### src/rtl/fetch_queue.sv
`default_nettype none
// ============================================================================
//  Module      : fetch_queue
//  Description : Sequential instruction prefetcher. It issues one word fetch
//                at a time and buffers {pc, instr} pairs in a DEPTH-entry FIFO
//                that the decode stage drains. A redirect flushes the FIFO and
//                restarts fetch, and any in-flight response is discarded.
//  Revision    : 1.0 - initial release
// ============================================================================
module fetch_queue #(
  parameter int              XLEN     = 32,
  parameter int              DEPTH    = 4,
  parameter logic [XLEN-1:0] RESET_PC = '0
) (
  input  logic                   clk,
  input  logic                   reset,
  input  logic                   redirect_valid,
  input  logic [XLEN-1:0]        redirect_pc,
  output logic                   out_valid,
  input  logic                   out_ready,
  output logic [XLEN-1:0]        out_pc,
  output logic [XLEN-1:0]        out_instr,
  output logic                   mem_ready,
  input  logic                   mem_valid,
  output logic [XLEN-1:0]        mem_addr,
  output logic                   mem_instr,
  output logic [3:0]             mem_wstrb,
  input  logic [XLEN-1:0]        mem_rdata,
  output logic [$clog2(DEPTH):0] count
);

  localparam int                c_PTR_W     = $clog2(DEPTH);
  localparam int                c_CNT_W     = c_PTR_W + 1;
  localparam logic [c_CNT_W-1:0] c_DEPTH_CNT = c_CNT_W'(DEPTH);
  localparam logic [XLEN-1:0]    c_WORD      = XLEN'(4);
  localparam logic [XLEN-1:0]    c_ALIGN     = {{(XLEN-2){1'b1}}, 2'b00};

  // Request tracker: BUSY keeps the response, DROP discards it because a
  // redirect arrived while it was in flight.
  typedef enum logic [1:0] {
    ST_IDLE = 2'd0,
    ST_BUSY = 2'd1,
    ST_DROP = 2'd2
  } state_t;

  state_t              r_state;
  state_t              w_state_next;
  logic                w_issue;
  logic [XLEN-1:0]     w_issue_addr;
  logic [XLEN-1:0]     w_redirect_pc;
  logic                w_push;
  logic                w_pop;

  logic [XLEN-1:0]     r_fetch_pc;
  logic [XLEN-1:0]     r_mem_addr;
  logic [c_PTR_W-1:0]  r_head;
  logic [c_PTR_W-1:0]  r_tail;
  logic [c_CNT_W-1:0]  r_count;
  logic [XLEN-1:0]     r_fifo_pc    [DEPTH];
  logic [XLEN-1:0]     r_fifo_instr [DEPTH];

  assign w_redirect_pc = redirect_pc & c_ALIGN;
  // A response lands in the FIFO only if it was not invalidated, either
  // earlier (DROP) or by a redirect in the completing cycle.
  assign w_push        = (r_state == ST_BUSY) && mem_valid && !redirect_valid;
  // A redirect voids any pop in the same cycle.
  assign w_pop         = (r_count != '0) && out_ready && !redirect_valid;

  assign out_valid = (r_count != '0);
  assign out_pc    = r_fifo_pc[r_head];
  assign out_instr = r_fifo_instr[r_head];
  assign count     = r_count;
  assign mem_ready = (r_state != ST_IDLE);
  assign mem_instr = mem_ready;
  assign mem_addr  = r_mem_addr;
  assign mem_wstrb = 4'b0000;

  // Request tracker state register.
  always_ff @(posedge clk or negedge reset) begin
    if (!reset) begin
      r_state <= ST_IDLE;
    end else begin
      r_state <= w_state_next;
    end
  end

  // Next request state and issue decision. An idle tracker issues when the
  // FIFO has a free slot; the in-flight request already holds its slot, so
  // a completed response always fits. A redirect while idle issues at once.
  always_comb begin
    w_state_next = r_state;
    w_issue      = 1'b0;
    w_issue_addr = r_fetch_pc;
    case (r_state)
      ST_IDLE: begin
        if (redirect_valid) begin
          w_state_next = ST_BUSY;
          w_issue      = 1'b1;
          w_issue_addr = w_redirect_pc;
        end else if (r_count < c_DEPTH_CNT) begin
          w_state_next = ST_BUSY;
          w_issue      = 1'b1;
        end
      end
      ST_BUSY: begin
        if (mem_valid) begin
          w_state_next = ST_IDLE;
        end else if (redirect_valid) begin
          w_state_next = ST_DROP;
        end
      end
      ST_DROP: begin
        if (mem_valid) begin
          w_state_next = ST_IDLE;
        end
      end
      default: begin
        w_state_next = ST_IDLE;
      end
    endcase
  end

  // Request address is captured at issue and held until completion.
  always_ff @(posedge clk or negedge reset) begin
    if (!reset) begin
      r_mem_addr <= '0;
    end else if (w_issue) begin
      r_mem_addr <= w_issue_addr;
    end
  end

  // Next sequential fetch address; a redirect overrides the increment.
  always_ff @(posedge clk or negedge reset) begin
    if (!reset) begin
      r_fetch_pc <= RESET_PC;
    end else if (redirect_valid) begin
      r_fetch_pc <= w_redirect_pc;
    end else if (w_push) begin
      r_fetch_pc <= r_mem_addr + c_WORD;
    end
  end

  // FIFO pointers and occupancy; full/empty come from the count, pointers
  // simply wrap.
  always_ff @(posedge clk or negedge reset) begin
    if (!reset) begin
      r_head  <= '0;
      r_tail  <= '0;
      r_count <= '0;
    end else if (redirect_valid) begin
      r_head  <= '0;
      r_tail  <= '0;
      r_count <= '0;
    end else begin
      if (w_pop) begin
        r_head <= r_head + c_PTR_W'(1);
      end
      if (w_push) begin
        r_tail <= r_tail + c_PTR_W'(1);
      end
      case ({w_push, w_pop})
        2'b10:   r_count <= r_count + c_CNT_W'(1);
        2'b01:   r_count <= r_count - c_CNT_W'(1);
        default: r_count <= r_count;
      endcase
    end
  end

  // FIFO storage; contents need no reset since out_valid gates them.
  always_ff @(posedge clk) begin
    if (w_push) begin
      r_fifo_pc[r_tail]    <= r_mem_addr;
      r_fifo_instr[r_tail] <= mem_rdata;
    end
  end

endmodule
`default_nettype wire
### config.mk
export PLATFORM = sky130hd
export DESIGN_NAME = fetch_queue
export DESIGN_NICKNAME = d
export VERILOG_FILES = /design/src/rtl/fetch_queue.sv
export SDC_FILE = /design/constraint.sdc
export NUM_CORES = 1
export LEC_CHECK = 0
export ABC_AREA = 1
export CORE_MARGIN = 3
export CORE_UTILIZATION = 55
export DETAILED_ROUTE_END_ITERATION = 12
export MAX_ROUTING_LAYER = met4
export PLACE_DENSITY = 0.89
export SLEW_MARGIN = 20
export SYNTH_ARGS = -nofsm -noshare
export SYNTH_HDL_FRONTEND = slang
export SYNTH_SLANG_ARGS = --single-unit
### constraint.sdc
create_clock -name clk -period 11.35 [get_ports clk]
set_input_delay 1.7025 -clock clk [delete_from_list [all_inputs] [get_ports clk]]
set_output_delay 1.7025 -clock clk [all_outputs]
set_load 0.01 [all_outputs]
After elaboration in Yosys (flattened, before gate mapping)
Memories as Yosys holds them, arrays and structs flattened.
Cells that the tools add are included.
W data, S select, Z words.

word-level totals
  memories kept = 2
  memory bits (read-only) = 0
  register bits = 73
  word-level logic and storage cells = 54
  bits in latches = 0
  bits in writable memories = 256
  input port bits = 69

cells by class
  eq/ne operators = 7
  mux-type cells = 21
  bitwise gates (word level) = 0
  multiply operators = 0
  shift operators = 0
  $lt $le $gt $ge = 1
  reduce and logical (&&, ||, !) cells = 12
  div/mod/pow operators = 0
  add/subtract/negate cells = 5

memory list
  memory        words  width  rd ports  clocked after memory_dff  wr ports  RTL line  text
  r_fifo_instr  4      32     1         0                         1         60        logic [XLEN-1:0] r_fifo_instr [DEPTH];
  r_fifo_pc     4      32     1         0                         1         59        logic [XLEN-1:0] r_fifo_pc [DEPTH];

operators with widths
  operator                 count
  $mux W32                 4
  $add A32 B3 Y32 const B  1
  $mux W2                  9
  $ne A3 B3 Y1 const B     2
  $pmux W2 S3              1
  $pmux W3 S2              1
  $reduce_bool A2 Y1       3
  $reduce_bool A3 Y1       2
  $mux W1                  5
  $add A2 B1 Y2 const B    2
  $eq A2 B1 Y1 const B     2
  $eq A2 B2 Y1 const B     2
  $logic_and A1 B1 Y1      4
  $add A3 B1 Y3 const B    1
  $lt A3 B3 Y1 const B     1
  $mux W3                  1
  $reduce_and A3 Y1        1
  $sub A3 B1 Y3 const B    1
  $logic_not A2 Y1         1
  $ne A2 B2 Y1 const B     1
  $logic_not A1 Y1         1

Depth between registers and ports, before layout
Gate-level depths: netlist of run 1.

  word-level depth = 6
  depth in mapped cells = 10

Worst setup path after synthesis of run 1
OpenSTA, ideal clock, no wires.

  path type = input to register
  start = input port redirect_valid
  end = memory r_fifo_instr[0][0], enable pin
  cell stages on the path = 4
  buffers on the path = 1
  slack = 6081 ps
  arrival = 4783 ps
  cell sequence = buf_2 -> nor2_2 -> inv_2 -> nor2_1

between the ends
  cells in the longest elaborated chain, start to end = 4

RTL lines
  element                        RTL line  text
  start: declaration             17        input logic redirect_valid,
  $logic_not A1 Y1               65        assign w_push = (r_state == ST_BUSY) && mem_valid && !redirect_valid;
  $logic_and A1 B1 Y1            65
  $mux W1                        171       if (w_push) begin
  $mux W1 (implied by the code)  173       r_fifo_instr[r_tail] <= mem_rdata;
  end: declaration               60

Every way passes these cells.

Worst setup path in the final report of run 1
  start = register r_head[1]
  end = output port out_pc[23]

between the ends
  cells in the longest elaborated chain, start to end = 1

RTL lines
  element                   RTL line  text
  start: declaration        56        logic [c_PTR_W-1:0] r_head;
  start signal: assignment  156       r_head <= r_head + c_PTR_W'(1);
  $mem_v2 Z4 W32            -
  end: declaration          21        output logic [XLEN-1:0] out_pc,

Every way passes these cells.

==> results of run 1 <==
[final cells by class]
cell class | instances | area [um^2] | area share
diodes | 1 | 2.50 | 0.000149
clock buffers | 44 | 962 | 0.0574
clock inverters | 18 | 171 | 0.0102
inverters | 87 | 332 | 0.0198
multi-input cells | 758 | 3600 | 0.215
flip-flops and latches | 329 | 9520 | 0.568
well taps | 324 | 405 | 0.0242
repair buffers | 179 | 1760 | 0.105
[kinds of logic (layout without fill, tap and decap cells)]
kind of cell / count (synthesis) / in the layout / synth area share
buf+inv: 156 / 328 / 0.0493
flops: 329 / 329 / 0.692
compound gates: 317 / 317 / 0.124
other cells: 1 / 5 / 0.000273
fa+ha+maj: 6 / 6 / 0.00601
xor+xnor: 11 / 11 / 0.00701
simple gates: 420 / 420 / 0.121
[power groups by stage]
stage / Combinational (mW) / Sequential (mW) / Clock, mW
finish: 1.12 / 1.69 / 1.11
global route: 1.23 / 1.71 / 1.17
CTS: 1.12 / 1.68 / 1.12
detailed placement: 1.11 / 1.71 / 0
global placement: 1.07 / 1.70 / 0
floorplan: 0.598 / 1.66 / 0
[cell usage after synthesis, types with 2 or more instances]
| cell | instances | share of area |
|---|---|---|
| edfxtp_1 | 256 | 0.56 |
| o21ai_0 | 203 | 0.074 |
| nand2_1 | 193 | 0.053 |
| nor2_1 | 182 | 0.050 |
| inv_1 | 83 | 0.023 |
| dfrtp_1 | 73 | 0.13 |
| o22ai_1 | 64 | 0.029 |
| a21oi_1 | 35 | 0.013 |
| buf_2 | 28 | 0.010 |
| clkbuf_1 | 27 | 0.0074 |
| nand3_1 | 26 | 0.0095 |
| xor2_1 | 11 | 0.0070 |
| buf_4 | 8 | 0.0044 |
| nor2_2 | 6 | 0.0027 |
| ha_1 | 5 | 0.0046 |
| nand2_2 | 5 | 0.0023 |
| buf_6 | 3 | 0.0025 |
| inv_2 | 3 | 0.00082 |
| o211ai_1 | 3 | 0.0016 |
| o21bai_1 | 3 | 0.0016 |
| o221ai_1 | 3 | 0.0019 |
| a22oi_1 | 2 | 0.0011 |
| clkbuf_2 | 2 | 0.00073 |
| nand3_2 | 2 | 0.0015 |
| nor3_1 | 2 | 0.00073 |
| o21ai_1 | 2 | 0.00073 |
[layout by cell type (no fill, tap or decap), types with 26 or more instances in the layout]
cell type,instances
o21ai_0,203
dfrtp_1,71
nand2_1,193
edfxtp_1,256
a21oi_1,35
nor2_1,178
nand3_1,26
clkdlybuf4s50_1,167
clkbuf_16,37
o22ai_1,64
inv_1,82
[flip-flops by register name, indices dropped and copies added, names as in the netlist]
signal / count
r_state: 2
r_fifo_instr: 128
r_fifo_pc: 128
mem_addr: 32
count: 3
r_tail: 2
r_head: 2
r_fetch_pc: 32
[metrics by stage]
step	instance area [um^2]	std cells	worst slack (ns)
after floorplan	13800	1243	6.08
after global placement	15600	1677	6.62
after detailed placement	15600	1677	6.62
after CTS	16700	1739	6.29
after global routing	16800	1740	5.99
final	16800	1740	6.26
[worst reg2reg max path: cells and delay by family (launching register included)]
family	cells	cell delay [ns]
flip-flops	1	0.39
AND/OR/NAND/NOR	3	0.69
buffers and inverters	4	1.36
[per-layer routing]
metal / part of all wire / vias to the layer above / wire length, um / GRT usage
met1: 0.40 / 4790 / 13100 / 0.320
met2: 0.48 / 503 / 15600 / 0.402
met3: 0.089 / 98 / 2900 / 0.0462
met4: 0.033 / 0 / 1100 / 0.0892
met5: 0 / - / 0 / -
li1: - / 4606 / - / -
[worst paths after layout]
kind                                       to  cells past startpoint
min in group asynchronous       r_fetch_pc[3]                      2
setup reg to reg           r_fifo_instr[2][2]                      7
hold / removal                  r_fetch_pc[4]                      2
setup / recovery                   out_pc[23]                      5
hold reg to reg                 r_fetch_pc[4]                      2
max in group asynchronous           r_head[0]                      2
==> metrics.md, run 1 <==
| Metric | Value |
|---|---|
| Outcome | completed |
| Comb pwr share | 0.286 |
| DR pass1 iterations | 5 |
| Max-slew violations | 0 |
| Startpoint types | register |
| Layout area overhead | 21.9% |
| Pwr per Cell Area | 234 mW/mm^2 |
| Internal | 2.64 mW |
| Critical-path maximum fanout | 66 |
| GRT Overall Usage | 0.249 |
| DRT iter0 DRCs | 1,109 |
| Largest net degree at the start of global routing | 130 |
| Max_cap viols | 0 |
| Buf/Inv on CP | 3 |
| RSZ-0062 raised after global routing | false |
| Sw power | 1.28 mW |
| Max VDD drop | 203 uV |
| Post-synth EDFFs | 256 |
| Initial Utilization | 0.562 |
| Post-layout util | 0.685 |
| Top cell family by delay on the critical path | buffers and inverters |
| Hpwl dp | 19,000 um |
| Io pins | 175 |
| Leakage power | 6.18 nW |
| Clock Skew | 0.0167 ns |
| Post-route DRC violation count | 0 |
| Sequence of cells on the critical path | buf_4 -> clkinv_2 -> o21ai_0 -> o22ai_1 -> clkdlybuf4s50_1 |
| Yosys reg bits | 329 |
| Total CTS buffers | 34 |
| Unique masters post-synth | 36 |
| Final Hold Vio Count | 0 |
| Grt ovf | 0 |
| FF-to-FF Start | r_state[1] |
| Initial antenna violation count | 1 |
| Die X | 164 um |
| Root buf cell | clkbuf_16 |
| Routed WL per cell | 18.8 um |
| Final period util | 0.448 |
| Final wirelength | 32,700 um |
| Die area | 0.0269 mm^2 |
| CTS Buffer Depth | 3 |
| Die Height | 164 um |
| CP max stage delay | 0.92 ns |
| WS Path Type | register to output port |
| Slowest CP cell | clkinv_2 |
| Syn Area/Cell | 11.1 um^2 |
| DR vias/cell | 5.75 |
| Worst Hold Slack | 0.512 ns |
| IO Port Bufs | 168 |
| Clk_lat worst skew | 0.51 ns |
| YS warnings | 0 |
| CTS tree | built |
| Vias in the first global route | 9,995 |
| CP startpoint | r_head[1] |
| Routability congestion estimate from global placement | 0.964 |
| First-pass GRT wire length | 50,900 um |
| CP Data Required Time | 9.65 ns |
| Via count | 9,997 |
| Measured slew at the worst slew-check pin | 1.05 ns |
| HP Class | register to register |
| H-Tree Depth | 2 |
| Part of the Yosys area used for sequential elements | 0.692 |
| Critical path arrival | 3.39 ns |
| # fillers | 1,659 |
| Final setup TNS | 0 ns |
| Nets@finish | 1,464 |
| Clock transition at path regs | 0.06 ns |
| Setup crit end kind | output port |
| Mapped Area | 0.0137 mm^2 |
| CTS hold repair buffers | 0 |
| # resized after CTS | 0 |
| Layout cell share with drive strength beyond 1 | 0.0657 |
| R2R Setup Slk | 8.50 ns |
| Synth Instances | 1,240 |
| Hold_sp | r_fetch_pc[4] |
| Cell Rows | 57 |
| Slew HR | 0.297 |
| Asr flop ratio synth | 0.222 |
| Setup bufs post-CTS | 0 |
| Main synth FF type | edfxtp_1 |
| Fmax achieved | 197 MHz |
| Antenna viol nets, final | 0 |
| Sequential Power Share | 0.431 |
| Final Power | 3.92 mW |
| Clk pwr share | 0.282 |
| Core area | 0.0245 mm^2 |
| Final setup vio count | 0 |
| Final critical-path required period | 5.09 ns |
| Sink Count | 329 |
| Sw Ratio | 0.326 |
(Power assumes the default switching activity.)
==> inputs of run 2 (changes only) <==
==> constraint.sdc (replaced) <==
create_clock -name clk -period 5.2 [get_ports clk]
set_input_delay 0.78 -clock clk [delete_from_list [all_inputs] [get_ports clk]]
set_output_delay 0.78 -clock clk [all_outputs]
set_load 0.01 [all_outputs]
==> metrics.md, run 2 (synthesis gave the netlist of run 1 again) <==
| Metric | Value |
|---|---|
| Outcome | completed |
| Sink Count | 329 |
| Reg2reg end | r_fifo_instr[1][25] |
| Commonest non-fill, non-tap cell in the layout | edfxtp_1 |
| Setup crit end kind | output port |
| Sw Ratio | 0.327 |
| Initial Utilization | 0.562 |
| H-Tree Depth | 2 |
| Sequential Power Share | 0.435 |
| Pwr per Cell Area | 510 mW/mm^2 |
| Worst Hold Slack | 0.151 ns |
| Critical-path maximum fanout | 66 |
| Vias in the first global route | 9,894 |
| HP Class | input pin to async pin |
| ANT cells | 0 |
| Worst reg-to-reg path cell count | 6 |
| Final period util | 0.856 |
| Clk pwr share | 0.281 |
| Post-route DRC violation count | 0 |
| Io pins | 175 |
| WS Path Type | register to output port |
| FF-to-FF Start | r_state[1] |
| DR pass1 iterations | 6 |
| DRT iter0 DRCs | 1,053 |
| Max-slew violations | 0 |
| CTS hold repair buffers | 0 |
| Max VDD drop | 406 uV |
| Total CTS buffers | 35 |
| First-pass GRT wire length | 51,500 um |
| Commonest cells after routing, fill and taps aside | edfxtp_1, o21ai_0, nand2_1 |
| CP Data Required Time | 4.42 ns |
| Fmax achieved | 225 MHz |
| Clock transition at path regs | 0.06 ns |
| Routed WL per cell | 19.1 um |
| End of the critical path | out_instr[19] |
| Largest net degree at the start of global routing | 67 |
| Startpoint types | register |
| CTS tree | built |
| PnR worst setup slack | 0.750 ns |
| CP startpoint | r_head[0] |
| Via count | 10.1k |
| Comb pwr share | 0.284 |
| Final setup TNS | 0 ns |
| Die X | 164 um |
| Critical path arrival | 3.67 ns |
| Layout area overhead | 22.2% |
| Final setup vio count | 0 |
| Root buf cell | clkbuf_16 |
| CTS Buffer Depth | 3 |
| Setup bufs post-CTS | 0 |
| Antenna viol nets, final | 0 |
| Clock Skew | 0.00966 ns |
| Setup WS pre-CTS | 1.30 ns |
| Initial antenna violation count | 0 |
| Fin area | 0.0168 mm^2 |
| IO Port Bufs | 168 |
| # fillers | 1,678 |
| Internal | 5.76 mW |
| Routability congestion estimate from global placement | 0.979 |
| Die Height | 164 um |
| Core area | 0.0245 mm^2 |
| Clk_lat worst skew | 0.51 ns |
| # resized after CTS | 0 |
| Largest registers | r_fifo_instr (128), r_fifo_pc (128) |
| Layout cell share with drive strength beyond 1 | 0.0649 |
| R2R Setup Slk | 2.85 ns |
| Cell Rows | 57 |
| Grt ovf | 0 |
| Sw power | 2.81 mW |
| Final critical-path required period | 4.45 ns |
| Nets@finish | 1,468 |
| Max_cap viols | 0 |
| DP Area | 0.0157 mm^2 |
| Measured slew at the worst slew-check pin | 1.03 ns |
| Slew HR | 0.312 |
| GRT Overall Usage | 0.252 |
| Final wirelength | 33,200 um |
| RSZ-0062 raised after global routing | false |
| Leakage power | 6.19 nW |
| DR vias/cell | 5.79 |
| Die area | 0.0269 mm^2 |
| Final Hold Vio Count | 0 |
| Hpwl dp | 19,600 um |
[run 2: cell type report]
cell class                      count  area, um^2  area share
Clock buffer                       43         906      0.0539
Inverter                           87         332      0.0197
Tap cell                          324         405      0.0241
Sequential cell                   329        9520       0.567
Clock inverter                     18         203      0.0121
Multi-Input combinational cell    758        3600       0.214
Timing Repair Buffer              182        1830       0.109
[run 2: power groups by stage]
| stage | clock (mW) | combinational [mW] | sequential, mW |
|---|---|---|---|
| 2_1_floorplan | 0 | 1.31 | 3.63 |
| 3_3_place_gp | 0 | 2.32 | 3.75 |
| 3_5_place_dp | 0 | 2.40 | 3.77 |
| 4_1_cts | 2.45 | 2.42 | 3.72 |
| 5_1_grt | 2.55 | 2.66 | 3.77 |
| 6_report | 2.41 | 2.43 | 3.73 |
[run 2: worst max-delay path, stage by stage, from the launching register on]
cell and delay (ns):
dfrtp_4 0.86, clkinv_2 0.87, buf_12 0.48, o21ai_0 0.23
o22ai_1 0.14, clkdlybuf4s50_1 0.50
[run 2: worst min path at each step]
stage	start	endpoint	slack, ns	cells after the start
after floorplan	r_fetch_pc[0]	r_fetch_pc[0]	0.45	2
after global placement	r_fetch_pc[0]	r_fetch_pc[0]	0.47	2
after detailed placement	r_fetch_pc[1]	r_fetch_pc[1]	0.48	2
after CTS	reset	mem_addr[8]	0.46	1
after global routing	reset	r_fetch_pc[3]	0.16	1
final	reset	mem_addr[8]	0.15	1
[run 2: metal layers]
layer  vias to the layer above  global-route usage  share of wire
li1                       4611                   -              -
met1                      4864               0.323           0.40
met2                       522               0.404           0.48
met3                        81              0.0464          0.089
met4                         0              0.0953          0.031
met5                         -                   -              0
[run 2: through the flow]
| stage | total power, mW | instances | utilization |
|---|---|---|---|
| CTS | 8.58 | 1740 | 0.686 |
| global route | 8.98 | 1741 | 0.686 |
| finish | 8.57 | 1741 | 0.686 |
| detailed placement | 6.16 | 1679 | 0.640 |
| global placement | 6.07 | 1679 | 0.640 |
| floorplan | 4.94 | 1243 | - |
==> inputs of run 3 (changes only) <==
--- a/config.mk
+++ b/config.mk
@@ -6,7 +6,7 @@
 export NUM_CORES = 1
 export LEC_CHECK = 0
 export ABC_AREA = 1
-export CORE_MARGIN = 3
+export CORE_MARGIN = 4
 export CORE_UTILIZATION = 55
 export DETAILED_ROUTE_END_ITERATION = 12
 export MAX_ROUTING_LAYER = met4
==> metrics.md, run 3 (synthesis gave the netlist of run 1 again) <==
| Metric | Value |
|---|---|
| Outcome | completed |
| DP Area | 0.0157 mm^2 |
| Final period util | 0.816 |
| # resized after CTS | 0 |
| Largest registers | r_fifo_instr (128), r_fifo_pc (128) |
| Sink Count | 329 |
| Die area | 0.0276 mm^2 |
| Die X | 166 um |
| First-pass GRT wire length | 52,500 um |
| Vias in the first global route | 10.1k |
| Via count | 10.2k |
| CTS tree | built |
| Setup crit end kind | output port |
| Leakage power | 6.15 nW |
| Startpoint types | register |
| Reg2reg end | mem_addr[21] |
| RSZ-0062 raised after global routing | false |
| WS Path Type | register to output port |
| Grt ovf | 0 |
| Post-layout util | 0.683 |
| Die Height | 166 um |
| Fmax achieved | 236 MHz |
| DP Cell Count | 1,677 |
| Clk_lat worst skew | 0.52 ns |
| Sequence of cells on the critical path | clkinv_2 -> buf_12 -> o21ai_0 -> o22ai_1 -> clkdlybuf4s50_1 |
| Pwr per Cell Area | 507 mW/mm^2 |
| Routability congestion estimate from global placement | 1.00 |
| ANT cells | 0 |
| Worst Hold Slack | 0.335 ns |
| Root buf cell | clkbuf_16 |
| Critical-path maximum fanout | 72 |
| Routed WL per cell | 19.5 um |
| Final Power | 8.47 mW |
| Multi-input gate area | 0.00360 mm^2 |
| Max VDD drop | 424 uV |
| DR vias/cell | 5.86 |
| Clock transition at path regs | 0.06 ns |
| # fillers | 1,668 |
| Final setup TNS | 0 ns |
| GRT Overall Usage | 0.244 |
| DR pass1 iterations | 5 |
| Sequential cell area | 0.00952 mm^2 |
| Nets@finish | 1,464 |
| IO Port Bufs | 168 |
| H-Tree Depth | 2 |
| Fin area | 0.0167 mm^2 |
| PnR worst setup slack | 0.957 ns |
| FF-to-FF Start | r_state[1] |
| Worst reg-to-reg path cell count | 6 |
| Setup bufs post-CTS | 0 |
| Slowest CP cell | clkinv_2 |
| HP Class | input pin to async pin |
| Post-route DRC violation count | 0 |
| R2R Setup Slk | 2.74 ns |
| Layout cell share with drive strength beyond 1 | 0.0623 |
| Initial antenna violation count | 0 |
| DRT iter0 DRCs | 1,087 |
| Measured slew at the worst slew-check pin | 0.984 ns |
| Slew HR | 0.342 |
| Final wirelength | 33,800 um |
| Final Hold Vio Count | 0 |
| Core area | 0.0245 mm^2 |
| Cell Rows | 57 |
| Clock Skew | 0.0246 ns |
| Layout Cells excl Fill | 1,737 |
| Max_cap viols | 0 |
| Commonest cells after routing, fill and taps aside | edfxtp_1, o21ai_0, nand2_1 |
| Setup WS pre-CTS | 1.58 ns |
| CTS hold repair buffers | 0 |
| Critical path arrival | 3.46 ns |
| Initial Utilization | 0.562 |
| CTS Buffer Depth | 3 |
| Max-slew violations | 0 |
| Layout area overhead | 21.5% |
| Final setup vio count | 0 |
| Commonest non-fill, non-tap cell in the layout | edfxtp_1 |
| Antenna viol nets, final | 0 |
| CP max stage delay | 0.83 ns |
| Hpwl dp | 20,200 um |
| Final critical-path required period | 4.24 ns |
| CP Data Required Time | 4.42 ns |
| Largest net degree at the start of global routing | 91 |
| Total CTS buffers | 34 |
| Io pins | 175 |
[run 3: changes by cell type in the layout (fill, tap and decap cells not counted), sizes merged]
cell,previous run,this run
bufinv,4,2
clkbuf,43,40
buf,15,13
clkinv,11,15
clkdlybuf4s50,167,166
[run 3: area by class of cell]
| type | count | share of cell area |
|---|---|---|
| multi-input cells | 758 | 0.215 |
| clock buffers | 40 | 0.0529 |
| well taps | 324 | 0.0243 |
| inverters | 87 | 0.0198 |
| clock inverters | 20 | 0.0101 |
| flip-flops and latches | 329 | 0.570 |
| repair buffers | 179 | 0.108 |
[run 3: critical path, delay by kind of cell (launching register included)]
family	cells	cell delay (ns)
buffers and inverters	3	1.81
flip-flops	1	0.70
AO/OA/AOI/OAI	2	0.40
[run 3: worst max-delay path by stage]
| stage | from | end | cells after the start |
|---|---|---|---|
| after global routing | r_head[0] | out_instr[7] | 5 |
| after global placement | r_head[0] | out_pc[15] | 5 |
| final | r_head[0] | out_instr[9] | 5 |
| after detailed placement | r_head[0] | out_pc[15] | 5 |
| after floorplan | redirect_valid | r_fifo_instr[0][0] | 4 |
| after CTS | r_head[0] | out_instr[9] | 5 |
[run 3: routing by layer]
metal	GRT usage	share of wire	up-vias	wire, um
met5	-	0	-	0
met4	0.0864	0.031	0	1030
met3	0.0407	0.094	94	3170
met2	0.398	0.49	592	16500
met1	0.312	0.39	4894	13100
li1	-	-	4599	-
[run 3: power by group]
group	internal, mW	switching, mW	total, mW
Sequential	3.28	0.442	3.72
Combinational	1.04	1.41	2.45
Clock	1.32	0.979	2.30
